**src/rtl/sram_bist_ctrl.sv**
```systemverilog
// March C- BIST initiator for one single-port SRAM macro test port.
// Runs 10N operations, then reports pass/fail with first-failure address and count.
module sram_bist_ctrl #(
  parameter int DWidth = 64,
  parameter int AWidth = 10
) (
  input  logic              Clock,
  input  logic              Reset_N,
  input  logic              Start,
  output logic              Busy,
  output logic              Done,
  output logic              Fail,
  output logic [AWidth-1:0] FailAddr,
  output logic [15:0]       FailCount,
  output logic              TESTEN,
  output logic              TCE,
  output logic [AWidth-1:0] TA,
  output logic              TRDWEN,
  output logic [DWidth-1:0] TBW,
  output logic [DWidth-1:0] TDIN,
  input  logic [DWidth-1:0] TDOUT
);

  typedef enum logic [1:0] {S_IDLE, S_RUN, S_DRAIN, S_DONE} state_e;

  localparam logic [AWidth-1:0] ALast = {AWidth{1'b1}};

  state_e            state_q, state_d;
  logic [2:0]        elem_q, elem_d;
  logic              phase_q, phase_d;
  logic [AWidth-1:0] addr_q, addr_d;
  logic              busy_q, busy_d, done_q, done_d, fail_q, fail_d;
  logic [AWidth-1:0] fail_addr_q, fail_addr_d;
  logic [15:0]       fail_count_q, fail_count_d;
  logic              testen_q, testen_d, tce_q, tce_d, trdwen_q, trdwen_d;
  logic [AWidth-1:0] ta_q, ta_d;
  logic [DWidth-1:0] tdin_q, tdin_d;
  logic              cmp_valid_q, cmp_valid_d;
  logic [DWidth-1:0] cmp_exp_q, cmp_exp_d;
  logic [AWidth-1:0] cmp_addr_q, cmp_addr_d;
  logic              last_op_s;
  logic [AWidth-1:0] term_addr_s;

  function automatic logic elem_up(input logic [2:0] e);
    return !((e == 3'd3) || (e == 3'd4));
  endfunction

  function automatic logic op_is_read(input logic [2:0] e, input logic ph);
    if (e == 3'd0) return 1'b0;
    if (e == 3'd5) return 1'b1;
    return !ph;
  endfunction

  // Data bit of an op: E1/E3 are (r0,w1), E2/E4 are (r1,w0), E0 and E5 use zeros
  function automatic logic op_value(input logic [2:0] e, input logic ph);
    if ((e == 3'd1) || (e == 3'd3)) return ph;
    if ((e == 3'd2) || (e == 3'd4)) return !ph;
    return 1'b0;
  endfunction

  always_comb begin
    state_d      = state_q;
    elem_d       = elem_q;
    phase_d      = phase_q;
    addr_d       = addr_q;
    busy_d       = busy_q;
    done_d       = done_q;
    fail_d       = fail_q;
    fail_addr_d  = fail_addr_q;
    fail_count_d = fail_count_q;
    testen_d     = testen_q;
    tce_d        = tce_q;
    trdwen_d     = trdwen_q;
    ta_d         = ta_q;
    tdin_d       = tdin_q;
    cmp_valid_d  = 1'b0;
    cmp_exp_d    = cmp_exp_q;
    cmp_addr_d   = cmp_addr_q;
    last_op_s    = ((elem_q == 3'd0) || (elem_q == 3'd5)) ? 1'b1 : phase_q;
    term_addr_s  = elem_up(elem_q) ? ALast : {AWidth{1'b0}};

    if (cmp_valid_q && (TDOUT != cmp_exp_q)) begin
      if (fail_count_q != 16'hFFFF) fail_count_d = fail_count_q + 16'd1;
      if (!fail_q) fail_addr_d = cmp_addr_q;
      fail_d = 1'b1;
    end

    case (state_q)
      S_IDLE, S_DONE: begin
        if (Start) begin
          state_d      = S_RUN;
          elem_d       = 3'd0;
          phase_d      = 1'b0;
          addr_d       = {AWidth{1'b0}};
          busy_d       = 1'b1;
          done_d       = 1'b0;
          fail_d       = 1'b0;
          fail_addr_d  = {AWidth{1'b0}};
          fail_count_d = 16'd0;
          testen_d     = 1'b1;
          tce_d        = 1'b1;
          ta_d         = {AWidth{1'b0}};
          trdwen_d     = op_is_read(3'd0, 1'b0);
          tdin_d       = {DWidth{op_value(3'd0, 1'b0)}};
        end
      end
      S_RUN: begin
        if (op_is_read(elem_q, phase_q)) begin
          cmp_valid_d = 1'b1;
          cmp_exp_d   = {DWidth{op_value(elem_q, phase_q)}};
          cmp_addr_d  = addr_q;
        end
        // Element end is found by comparing against the terminal address, never by wrap
        if (!last_op_s) begin
          phase_d = 1'b1;
        end else if (addr_q != term_addr_s) begin
          phase_d = 1'b0;
          addr_d  = elem_up(elem_q) ? addr_q + AWidth'(1) : addr_q - AWidth'(1);
        end else if (elem_q == 3'd5) begin
          state_d  = S_DRAIN;
          tce_d    = 1'b0;
          trdwen_d = 1'b1;
        end else begin
          elem_d  = elem_q + 3'd1;
          phase_d = 1'b0;
          addr_d  = elem_up(elem_q + 3'd1) ? {AWidth{1'b0}} : ALast;
        end
        if (state_d == S_RUN) begin
          ta_d     = addr_d;
          trdwen_d = op_is_read(elem_d, phase_d);
          tdin_d   = {DWidth{op_value(elem_d, phase_d)}};
        end
      end
      S_DRAIN: begin
        state_d  = S_DONE;
        busy_d   = 1'b0;
        done_d   = 1'b1;
        testen_d = 1'b0;
        tce_d    = 1'b0;
      end
      default: begin
        state_d = S_IDLE;
      end
    endcase
  end

  always_ff @(posedge Clock) begin
    if (!Reset_N) begin
      state_q      <= S_IDLE;
      elem_q       <= 3'd0;
      phase_q      <= 1'b0;
      addr_q       <= {AWidth{1'b0}};
      busy_q       <= 1'b0;
      done_q       <= 1'b0;
      fail_q       <= 1'b0;
      fail_addr_q  <= {AWidth{1'b0}};
      fail_count_q <= 16'd0;
      testen_q     <= 1'b0;
      tce_q        <= 1'b0;
      trdwen_q     <= 1'b1;
      ta_q         <= {AWidth{1'b0}};
      tdin_q       <= {DWidth{1'b0}};
      cmp_valid_q  <= 1'b0;
      cmp_exp_q    <= {DWidth{1'b0}};
      cmp_addr_q   <= {AWidth{1'b0}};
    end else begin
      state_q      <= state_d;
      elem_q       <= elem_d;
      phase_q      <= phase_d;
      addr_q       <= addr_d;
      busy_q       <= busy_d;
      done_q       <= done_d;
      fail_q       <= fail_d;
      fail_addr_q  <= fail_addr_d;
      fail_count_q <= fail_count_d;
      testen_q     <= testen_d;
      tce_q        <= tce_d;
      trdwen_q     <= trdwen_d;
      ta_q         <= ta_d;
      tdin_q       <= tdin_d;
      cmp_valid_q  <= cmp_valid_d;
      cmp_exp_q    <= cmp_exp_d;
      cmp_addr_q   <= cmp_addr_d;
    end
  end

  assign Busy      = busy_q;
  assign Done      = done_q;
  assign Fail      = fail_q;
  assign FailAddr  = fail_addr_q;
  assign FailCount = fail_count_q;
  assign TESTEN    = testen_q;
  assign TCE       = tce_q;
  assign TA        = ta_q;
  assign TRDWEN    = trdwen_q;
  assign TBW       = {DWidth{1'b1}};
  assign TDIN      = tdin_q;

endmodule
```
**config.mk**
```make
export PLATFORM = sky130hd
export DESIGN_NAME = sram_bist_ctrl
export DESIGN_NICKNAME = d
export VERILOG_FILES = /design/src/rtl/sram_bist_ctrl.sv
export SDC_FILE = /design/constraint.sdc
export NUM_CORES = 1
export LEC_CHECK = 0
export BUFFER_PORTS_ARGS = -buffer_cell sky130_fd_sc_hd__buf_4
export CORE_MARGIN = 5
export CORE_UTILIZATION = 47
export DETAILED_ROUTE_END_ITERATION = 10
export PLACE_DENSITY = 0.79
export SYNTH_ARGS = -nofsm -noshare
export SYNTH_HDL_FRONTEND = slang
export SYNTH_SLANG_ARGS = --single-unit
```
**constraint.sdc**
```tcl
create_clock -name Clock -period 4.55 [get_ports Clock]
set_clock_uncertainty 0.2 [all_clocks]
set_input_delay 0.2275 -clock Clock [delete_from_list [all_inputs] [get_ports Clock]]
set_output_delay 0.2275 -clock Clock [all_outputs]
set_load 0.01 [all_outputs]
```
Yosys cells after proc, flatten, opt, wreduce, memory -nomap -nowiden
Cells that the tools add are included.
Operators by class
  $add $sub $neg: 4
  eq/ne operators: 27
  muxes and demuxes: 99
  reductions and logical operators: 23
Operators by type and width (count)
  64-bit 2-to-1 mux: 2
  64-bit case mux with 2 select lines: 1
  10-bit 2-to-1 mux: 12
  16-bit 2-to-1 mux: 4
  64-bit inequality test: 1
  1-bit 2-to-1 mux: 61
  10-bit case mux with 2 select lines: 2
  16-bit by 1-bit adder with 16-bit output (second input constant): 1
  16-bit inequality test (second input constant): 1
  3-bit by 2-bit == test with 1-bit output (second input constant): 5
  3-bit == test (second input constant): 5
  3-bit 2-to-1 mux: 5
  10-bit by 1-bit adder with 10-bit output (second input constant): 1
  2-bit 2-to-1 mux: 5
  10-bit inequality test: 1
  2-bit inequality test (second input constant): 5
  10-bit by 1-bit subtractor with 10-bit output (second input constant): 1
  3-bit inequality test (second input constant): 3
  1-bit case mux with 2 select lines: 4
  2-bit AND reduction: 4
  1-bit logical OR: 7
  3-bit by 1-bit == test with 1-bit output (second input constant): 2
  3-bit zero test: 2
  2-bit case mux with 3 select lines: 1
  13 further kinds: 17
Word-level totals
  flip-flop bits (word level): 133
  input bits: 67

Longest topological paths before layout
Gate-level depths: netlist of the first run.
  depth after elaboration: 19
  gate-level depth with buffers: 13
  mapped depth without buffers: 11

Least setup slack after synthesis of the first run
No wires, ideal clock.
  kind: flip-flop to flip-flop
  start: reg elem_q[0]
  end: reg tdin_q[62] (netlist: TDIN[62])
  setup time: 0.132 ns
  arrival time: 3.120 ns
  required time: 4.218 ns
  path slack: 1.098 ns
  stages on the path, launching flop included: 14
  buffers on the path: 2
  period minus slack after synthesis: 3.452 ns
  path through: dfxtp_1 -> inv_1 -> ha_1 -> mux2_2 -> ha_1 -> clkbuf_2 -> nand2_1 -> nor3_1 -> and2_1 -> buf_2 -> o211a_4 -> mux2i_1 -> o311ai_1 -> a21oi_1
Between the ends
  cells in the longest elaborated chain, start to end: 17
  elaborated cells on any way between the ends: 45
RTL lines
  start: declaration: RTL line 29  | logic [2:0] elem_q, elem_d;
  start signal: assignment: RTL line 168  | elem_q <= elem_d;
  3-bit by 2-bit == test with 1-bit output / 3-bit == test (equally long branches): RTL line 45  | return !((e == 3'd3) || (e == 3'd4));
  1-bit logical OR: RTL line 45
  10-bit 2-to-1 mux: RTL line 80  | term_addr_s = elem_up(elem_q) ? ALast : {AWidth{1'b0}};
  10-bit inequality test: RTL line 116  | end else if (addr_q != term_addr_s) begin
  3-bit 2-to-1 mux: RTL line 116
  3-bit 2-to-1 mux: RTL line 114  | if (!last_op_s) begin
  3-bit 2-to-1 mux: RTL line 88  | case (state_q)
  3-bit by 2-bit == test with 1-bit output / 3-bit == test (equally long branches): RTL line 57  | if ((e == 3'd2) || (e == 3'd4)) return !ph;
  1-bit logical OR: RTL line 57
  1-bit 2-to-1 mux (2 in a row): RTL line 57
  1-bit 2-to-1 mux: RTL line 128  | if (state_d == S_RUN) begin
  1-bit 2-to-1 mux: RTL line 88
  1-bit 2-to-1 mux: RTL line 58  | return 1'b0;
  1-bit 2-to-1 mux: RTL line 57
  64-bit 2-to-1 mux: RTL line 128
  64-bit case mux with 2 select lines: RTL line 88
  end signal: assignment: RTL line 162  | tdin_q <= {DWidth{1'b0}};
  end signal: assignment: RTL line 180  | tdin_q <= tdin_d;
  end: declaration: RTL line 37  | logic [DWidth-1:0] tdin_q, tdin_d;
Parallel ways exist; a longest one is shown, timed or not. The select of a mux whose other input is x is not followed.
A chain may end at the register's enable or synchronous reset.

Worst setup path after layout of the first run
  start: reg elem_q[0]
  end: reg ta_q[6] (netlist: TA[6])
Between the ends
  cells in the longest elaborated chain, start to end: 10
  elaborated cells on any way between the ends: 27
RTL lines
  3-bit by 2-bit == test with 1-bit output / 3-bit == test (equally long branches): RTL line 45
  1-bit logical OR: RTL line 45
  10-bit 2-to-1 mux: RTL line 80
  10-bit inequality test: RTL line 116
  2-bit 2-to-1 mux: RTL line 116
  2-bit 2-to-1 mux: RTL line 114
  2-bit 2-to-1 mux: RTL line 88
  2-bit by 1-bit == test with 1-bit output: RTL line 128
  2-bit inequality test (no line)
  3-bit AND reduction (no line)
  end signal: assignment: RTL line 161  | ta_q <= {AWidth{1'b0}};
  end signal: assignment: RTL line 179  | ta_q <= ta_d;
  end: declaration: RTL line 36  | logic [AWidth-1:0] ta_q, ta_d;
Parallel ways exist; a longest one is shown, timed or not. The select of a mux whose other input is x is not followed.

==> run metrics, run 1 <==
Worst Path Arrival=3.85 ns; Starting Density=0.4815; Seq. cell area=1403 µm²; HPWL after detailed placement=10,970 µm; top-count cell post-synth=buf_4; Row Count=38; Mean Syn Cell Area=7.489 µm²; clock slew at reported path FFs=0.08 ns; CP Class=flip-flop to flip-flop; outcome=finished, final reports clean; I/O Buffers=172; Req. time, crit path=4.61 ns; hold path start=Reset_N; Routability Congestion=0.9031; async set-reset flop share out of synthesis=0; Wirelength per Cell=15.49 µm; first drt pass iteration count=5; Worst-Margin Slew=1.122 ns; CP peak stage delay=0.64 ns; Worst R2R Start=elem_q[0]; Cell Area, Synth=5243 µm²; first-pass GRT wire length=21,620 µm; Cells after Synth=700; Static Leak=2.684 nW; hold path cells=3; worst path cell trace=inv_1, ha_1, mux2_2, ha_1, nand2_1, nor3_1, buf_4, a311o_1, a21oi_1, nand2_1, o31ai_1; critical path peak fanout=16; max_slew headroom=0.2492; DRT Wirelength=14,540 µm; vias in the first global route=4,341; DIE AREA=13,370 µm²; Crit path max-delay family=compound AO/OA/AOI/OAI gates; Final setup viols=0; # DRC=0; pin count of the biggest net entering global routing=66; final hold viol count=0; period utilization=0.8333; VDD IR-drop max=0.2440 mV; post-synthesis cell type count=69; worst reg-to-reg path cell count=11; cts repair resizes=0; Setup crit start kind=flip-flop; Final Max Slew Viols=0; Yosys top cell by area=dfxtp_1; Multi-input gate area=2922 µm²; Post-DRT Antenna Nets=0; Core ar.=10,890 µm²; initial DRC count=333; vias=4,984; later-pin clock latency in the skew report=0.35 ns; dominant synthesized flop cell=dfxtp_1; Critical-path top delay cell=a21oi_1; RSZ-0062 raised after global routing=false; Post-CTS Hold Fix Bufs=0; Power Density=230.3 nW/µm²; fillcell total=1,027; synth top area cells=dfxtp_1 27%, buf_4 18%, nand2_1 6.4%; sequential area share after synthesis=0.2673; Synth Register Bits=70; DIE WIDTH=115.6 µm; r2r setup slk=0.76 ns; fmax=263.7 MHz; layout cells sized above 1=0.2657; Root Driver=clkbuf_8; post-CTS setup buffer count=0; num ports=237; nets@finish=878; antenna violations before repair=1; grt ovf=0; DP Area=5896 µm²; H-Tree Depth=3; hold crit path type=primary input to flip-flop; TNS Setup=0 ns; # clock sinks=70; All-Layer GR Usage=0.1995; TritonCTS clock tree=built; Synth top area share=0.2673; CTS Buf Count=9; die height=115.6 µm; min Tclk post-route=3.792 ns; worst hold endpoint=state_q[0]; Syn-to-layout area delta=16.28%; FF-to-FF End=TA[6]; Buf/Inv on CP=2; Max Cap Viol=0; Synthesis Warnings=0; CP endpoint kind=flip-flop; post-layout instance area=6096 µm²; vias per cell=5.308; CTS max path bufs=2; EDFF count, synth=0; Commonest cells post-synth=129 x buf_4, 89 x nand2_1, 70 x dfxtp_1, 56 x a21oi_1, 46 x o21ai_0
[tightest hold or removal path: stages]
cell and delay (ns):
buf_4 0.19, nand2_1 0.08, a21oi_1 0.03
[cell usage in the layout, fill, tap and decap left out, types with 14 or more instances in the layout]
cell and count:
a21oi_1 55, buf_4 179, conb_1 64, dfxtp_1 69, ha_1 17, inv_1 14
nand2_1 89, nand3_1 35, nand4_1 16, nor2_1 42, nor3_1 17, o21ai_0 46
or3_1 16
[metal layers]
layer	GRT usage	share of wire
met5	0	0
met1	0.2501	0.40
met3	0.02559	0.077
met4	0.09203	0.031
met2	0.3414	0.49
[cell families (layout without fill, tap and decap cells)]
group	after synthesis	in the layout	synth area share
XOR/XNOR	7	7	0.01169
AND/OR/NAND/NOR	261	261	0.2468
buffers and inverters	174	209	0.2212
other	1	65	0.0007153
multiplexers	9	9	0.01838
flip-flops	70	70	0.2673
adder cells (fa/ha/maj)	18	18	0.04439
AO/OA/AOI/OAI	160	160	0.1895
[layout make-up]
cell class / instances / area share
Timing Repair Buffer: 179 / 0.2204
Tap cell: 140 / 0.02874
Multi-Input combinational cell: 519 / 0.4793
Inverter: 14 / 0.008621
Clock buffer: 9 / 0.02032
Antenna cell: 1 / 0.0004105
Sequential cell: 70 / 0.2301
Clock inverter: 7 / 0.01211
[power by group]
| group | internal (W) | leakage [nW] | switching [W] | total, W |
|---|---|---|---|---|
| registers | 0.000624 | 0.566 | 0.0000134 | 0.000637 |
| logic | 0.0000905 | 2.02 | 0.000165 | 0.000255 |
| clock network | 0.000255 | 0.0996 | 0.000256 | 0.000511 |
[per-stage QoR]
step	total power (W)	util	hold slack, ns	cells	worst slack (ns)
3_5_place_dp	0.0009016	0.5415	0.2495	922	0.8274
4_1_cts	0.001407	0.5596	0.01380	938	0.7787
2_1_floorplan	0.0008402	-	0.2366	763	1.098
5_1_grt	0.001469	0.5599	0.04588	939	0.5387
3_3_place_gp	0.0008979	0.5415	0.2456	922	0.9264
6_report	0.001404	0.5599	0.03015	939	0.7583
[worst max path at each step]
stage,startpoint,to,slack [ns],cells past startpoint
5_1_grt,elem_q[0],addr_q[6],0.54,10
6_report,elem_q[0],TA[6],0.76,11
4_1_cts,elem_q[0],TA[6],0.78,11
2_1_floorplan,elem_q[0],TDIN[62],1.10,13
3_5_place_dp,elem_q[0],TA[9],0.83,11
3_3_place_gp,elem_q[0],TA[9],0.93,11
[registers in the layout, summed over array words and instances, names as in the netlist, 2 cells and up]
name        count
elem_q          3
cmp_addr_q     10
FailAddr       10
TA             10
state_q         2
addr_q         10
FailCount      16
Note: power is estimated with default switching activity, not from simulation.
==> inputs of run 2 (changes only) <==
Clock period 4.55 ns to 3.7 ns, I/O delays scaled along.
==> run 2 against run 1 <==
Against the previous run:
- clock power up 16%
- sequential share of layout area down 0.35 points
- largest cell class unchanged
- flip-flop and latch count unchanged
- non-clock buffer count up 14
- maximum frequency up 13%
- first-iteration DRC count down 1.2%
- highest routed layer unchanged
- count of clock-buffer cells in the layout unchanged
- via count up 2.2%
- sequential power up 23%
==> run metrics, run 2 (synthesis results as in run 1) <==
outcome=finished, final reports clean; commonest non-fill, non-tap cell in the layout=buf_4; I/O Buffers=172 (unchanged); pin count of the biggest net entering global routing=66 (unchanged); max_slew headroom=0.2567 (+0.007521); Wirelength per Cell=15.29 µm (-1.3%); Root Driver=clkbuf_8; nets@finish=892 (+1.6%); worst reg-to-reg path cell count=12 (+1); hold path start=cmp_addr_q[7]; fmax=296.9 MHz (+13%); layout cells sized above 1=0.2783 (+0.01266); DP Area=5986 µm² (+1.5%); DIE AREA=13,370 µm² (unchanged); most frequent cells in the layout=191 x buf_4, 89 x nand2_1, 68 x dfxtp_1; grt ovf=0 (unchanged); final hold viol count=0 (unchanged); Final Max Slew Viols=0 (unchanged); Worst-Margin Slew=1.111 ns (-0.01124 ns); Syn-to-layout area delta=18.16%; HPWL after detailed placement=11,090 µm (+1.1%); Final setup viols=0 (unchanged); Static Leak=2.745 nW (+2.3%); first-pass GRT wire length=22,140 µm (+2.4%); first drt pass iteration count=4 (-1); vias per cell=5.345 (+0.71%); hold path cells=2 (-1); vias=5,094 (+2.2%); Req. time, crit path=3.78 ns (-0.83 ns); Row Count=38 (unchanged); worst hold endpoint=cmp_addr_q[7]; VDD IR-drop max=0.2199 mV (-9.9%); period utilization=0.9104 (+0.07703); Starting Density=0.4815 (unchanged); r2r setup slk=0.33 ns (-0.43 ns); post-layout instance area=6195 µm² (+1.6%); initial DRC count=329 (-1.2%); min Tclk post-route=3.368 ns (-0.4233 ns); Routability Congestion=0.9310 (+3.1%); FF-to-FF End=TA[7]; Max Cap Viol=0 (unchanged); RSZ-0062 raised after global routing=false; TNS Setup=0 ns (unchanged); All-Layer GR Usage=0.2032 (+0.003703); Worst R2R Start=elem_q[1]; Setup crit start kind=flip-flop; max FFs per register=16 (unchanged); CP endpoint kind=flip-flop; critical path peak fanout=16 (unchanged); num ports=237 (unchanged); CP Class=flip-flop to flip-flop; Worst Path Arrival=3.45 ns (-0.40 ns); # clock sinks=70 (unchanged); DIE WIDTH=115.6 µm (unchanged); total chip power=0.001707 W (+22%); DRT Wirelength=14,570 µm (+0.19%); antenna violations before repair=1 (unchanged); hold crit path type=flip-flop to flip-flop; Core ar.=10,890 µm² (unchanged); CTS Buf Count=9 (unchanged); # DRC=0 (unchanged); placed cell count=934 (+1.3%); later-pin clock latency in the skew report=0.36 ns (about the same); Post-Layout Cell Count=953 (+1.5%); TritonCTS clock tree=built; vias in the first global route=4,497 (+3.6%); Power Density=275.6 nW/µm² (+20%); hold slack=0.2601 ns (+0.2300 ns); CTS max path bufs=2 (unchanged); Post-DRT Antenna Nets=0 (unchanged); fillcell total=1,035 (+0.78%); H-Tree Depth=3 (unchanged); die height=115.6 µm (unchanged); clock slew at reported path FFs=0.08 ns (about the same); post-CTS setup buffer count=0 (unchanged)
## run 2: cell types whose count changed in the layout (fill, tap and decap cells not counted), sizes merged
| cell | delta |
|---|---|
| buf | +12 |
| inv | +4 |
| clkinv | -3 |
| dlygate4sd3 | +2 |
| bufinv | -1 |
## run 2: final cells by class
cell class	instances	area (µm²)	area share
timing repair buffer	193	1454	0.2347
inverter	14	52.55	0.008483
multi-input combinational	519	2923	0.4718
sequential	70	1404	0.2266
tap	140	175.2	0.02828
clock buffer	9	123.9	0.02000
antenna	1	2.502	0.0004040
clock inverter	7	60.06	0.009695
## run 2: repair_timing
item,in CTS,in global routing
hold buffers,2,0
endpoints found under the setup margin,0,11
gates resized for setup,0,2
endpoints found under the hold margin,8,0
## run 2: how the worst max path moves through the flow
stage | start | to | slack (ns)
after floorplan | elem_q[0] | TDIN[62] | 0.25
after global placement | elem_q[1] | TDIN[62] | 0.39
after detailed placement | elem_q[1] | TA[7] | 0.29
after CTS | elem_q[1] | TA[7] | 0.25
after global routing | elem_q[1] | TA[9] | 0.004
final | elem_q[1] | TA[7] | 0.33
## run 2: critical path, cell delays in order, from the launching register on
cell	delay, ns
dfxtp_2	0.40
inv_1	0.10
ha_1	0.22
mux2_2	0.42
ha_1	0.42
nand3_1	0.10
nor3_1	0.19
buf_4	0.19
a311o_1	0.23
a21o_1	0.43
buf_4	0.20
nand2_1	0.05
a21oi_1	0.13
## run 2: routing by layer
layer / vias up / track usage / share of wire
met2: 227 / 0.3476 / 0.49
met4: 0 / 0.08662 / 0.034
li1: 2511 / - / -
met5: - / 0 / 0
met1: 2321 / 0.2521 / 0.39
met3: 35 / 0.03551 / 0.081
## run 2: through the flow
stage | setup WS, ns | utilization
final | 0.3317 | 0.5690
after global routing | 0.004287 | 0.5690
after CTS | 0.2508 | 0.5685
after detailed placement | 0.2855 | 0.5498
after global placement | 0.3852 | 0.5498
after floorplan | 0.2477 | -
## run 2: where the power goes
part / total [W] / internal (W) / switching [W]
clock: 0.000593 / 0.000256 / 0.000337
combinational: 0.000330 / 0.000124 / 0.000206
sequential: 0.000783 / 0.000767 / 0.0000162
==> inputs of run 3 (changes only) <==
Settings changed: CORE_MARGIN 5 to 2, HOLD_SLACK_MARGIN from default to 0.1.
==> run 3 against run 2 <==
Against the previous run:
- combinational power is 4% lower
- global-route usage up 1.9 points
- worst setup slack lost 0.037 ns
- hold slack improved by 0.0013 ns
- critical path depth down 1
- sequential share of layout area grew 0.078 points
- non-clock buffer count decreased by 3
- maximum frequency fell by 1.1%
- first-iteration DRC count grew 6.1%
- sequential power about the same
- final area fell by 0.34%
- critical path type unchanged
==> run metrics, run 3 (synthesis results as in run 1) <==
max FFs per register=16 (unchanged); first drt pass iteration count=5 (+1); clock slew at reported path FFs=0.08 ns (about the same); # DRC=0 (unchanged); Post-DRT Antenna Nets=0 (unchanged); Core ar.=10,840 µm² (-0.44%); vias=5,064 (-0.59%); Most Crowded Layer GR=met2; VDD IR-drop max=0.2956 mV (+34%); HPWL after detailed placement=10,550 µm (-4.9%); hold slack=0.2615 ns (+0.001334 ns); DIE AREA=12,020 µm² (-10%); layout cells sized above 1=0.2794 (+0.001032); Setup crit start kind=flip-flop; Sequential Power Share=0.465 (+0.006); met2 Track Usage GR=0.3827 (+0.03511); clock group share of total power=0.347 (about the same); Final setup viols=0 (unchanged); P_int=0.001136 W (-1.0%); total chip power=0.001686 W (-1.2%); outcome=finished, final reports clean; launch point of the worst path=elem_q[1]; Root Driver=clkbuf_8; worst reg-to-reg path cell count=11 (-1); hold path start=cmp_addr_q[0]; critical path peak fanout=16 (unchanged); most frequent cells in the layout=188 x buf_4, 89 x nand2_1, 68 x dfxtp_1; Static Leak=2.717 nW (-1.0%); hold crit path type=flip-flop to flip-flop; met3 Track Usage GR=0.04386 (+0.008356); nets@finish=889 (-0.34%); later-pin clock latency in the skew report=0.35 ns (about the same); Setup WS pre-CTS=0.2705 ns (-0.01496 ns); Worst Path Arrival=3.47 ns (+0.02 ns); die height=109.6 µm (-5.2%); RSZ-0062 raised after global routing=false; crit path setup slack, layout=0.2945 ns (-0.03713 ns); Final Util=0.5695 (about the same); diode count=0 (-1); H-Tree Depth=3 (unchanged); Critical-path top delay cell=o21ai_0; fillcell total=1,030 (-0.48%); sw frac=0.3263 (-0.001590); period utilization=0.9204 (+0.01004); Req. time, crit path=3.77 ns (about the same); GR Layer Usage met1=0.2788 (+0.02670); Starting Density=0.4836 (+0.002112); Max Cap Viol=0 (unchanged); Routability Congestion=0.9432 (+1.3%); first-pass GRT wire length=21,110 µm (-4.6%); P_sw=0.0005502 W (-1.7%); TNS Setup=0 ns (unchanged); Row Count=38 (unchanged); DIE WIDTH=109.6 µm (-5.2%); hold path cells=2 (unchanged); CP peak stage delay=0.47 ns (+0.04 ns); vias per cell=5.336 (-0.17%); commonest non-fill, non-tap cell in the layout=buf_4; fmax=293.6 MHz (-1.1%); CP Class=flip-flop to flip-flop; most frequent CP cell=nand2_1; Worst-Margin Slew=1.042 ns (-0.06864 ns); # clock sinks=70 (unchanged); vias in the first global route=4,281 (-4.8%); min Tclk post-route=3.405 ns (+0.03713 ns); DRT Wirelength=13,910 µm (-4.5%); worst path cell trace=inv_1, ha_1, mux2_2, ha_2, nand2_1, nor3_1, buf_4, nand2_1, o21ai_0, a21oi_1, a211oi_1; num ports=237 (unchanged); final hold viol count=0 (unchanged); All-Layer GR Usage=0.2222 (+0.01904); TritonCTS clock tree=built; Syn-to-layout area delta=17.76%; pin count of the biggest net entering global routing=66 (unchanged); max_slew headroom=0.3052 (+0.04850); grt ovf=0 (unchanged); I/O Buffers=172 (unchanged); Logic pwr share=0.188 (-0.006); CP endpoint kind=flip-flop; CTS Buf Count=9 (unchanged); Wirelength per Cell=14.66 µm (-4.1%); CTS max path bufs=2 (unchanged); antenna violations before repair=0 (-1); Power Density=273.1 nW/µm² (-0.89%); initial DRC count=349 (+6.1%); Worst R2R Start=elem_q[1]; Final Max Slew Viols=0 (unchanged)
[run 3: cell count changes in the layout (fill, tap and decap cells not counted)]
cell / change
a21o_1: -1
a21o_2: +1
buf_4: -3
clkinv_2: +1
clkinv_4: +1
diode_2: -1
ha_1: -3
ha_2: +3
inv_6: -2
o2111a_1: +1
o2111a_2: -1
[run 3: final timing paths]
check	slack (ns)	endpoint
max	0.29	TCE
max reg2reg	0.29	TCE
min	0.26	cmp_addr_q[0]
min reg2reg	0.26	cmp_addr_q[0]
[run 3: critical path: cells and delay by family, from the launching register on]
family,cells,cell delay [ns]
mux,1,0.43
buf+inv,2,0.29
flops,1,0.41
compound gates,3,0.81
fa+ha+maj,2,0.69
simple gates,3,0.48
[run 3: cell type report]
class,count,area (µm²),area share
repair buffers,190,1431,0.2319
well taps,140,175.2,0.02837
flip-flops and latches,70,1404,0.2274
multi-input cells,519,2930,0.4747
clock buffers,9,123.9,0.02006
clock inverters,7,56.30,0.009120
inverters,14,52.55,0.008512
[run 3: what timing repair did]
| item | in CTS | in global routing |
|---|---|---|
| setup buffers | 0 | 0 |
| hold endpoints to repair | 16 | 0 |
| setup endpoints to repair | 0 | 13 |
| gates resized for setup | 0 | 5 |
| hold buffers | 2 | 0 |
[run 3: power by group through the flow]
stage / sequential [W] / clock (W) / combinational, W
finish: 0.000784 / 0.000585 / 0.000317
CTS: 0.000784 / 0.000592 / 0.000311
global placement: 0.000803 / 0 / 0.000304
global route: 0.000787 / 0.000628 / 0.000353
floorplan: 0.000797 / 0 / 0.000236
detailed placement: 0.000802 / 0 / 0.000308
[run 3: layer usage]
metal,vias up,part of all wire
met5,-,0
met4,0,0.018
met3,18,0.073
met2,198,0.50
met1,2344,0.41
li1,2504,-
[run 3: metrics by stage]
| stage | instance area (µm²) | std cells |
|---|---|---|
| floorplan | 5479 | 763 |
| global placement | 5963 | 931 |
| detailed placement | 5963 | 931 |
| CTS | 6163 | 949 |
| global route | 6173 | 949 |
| finish | 6173 | 949 |
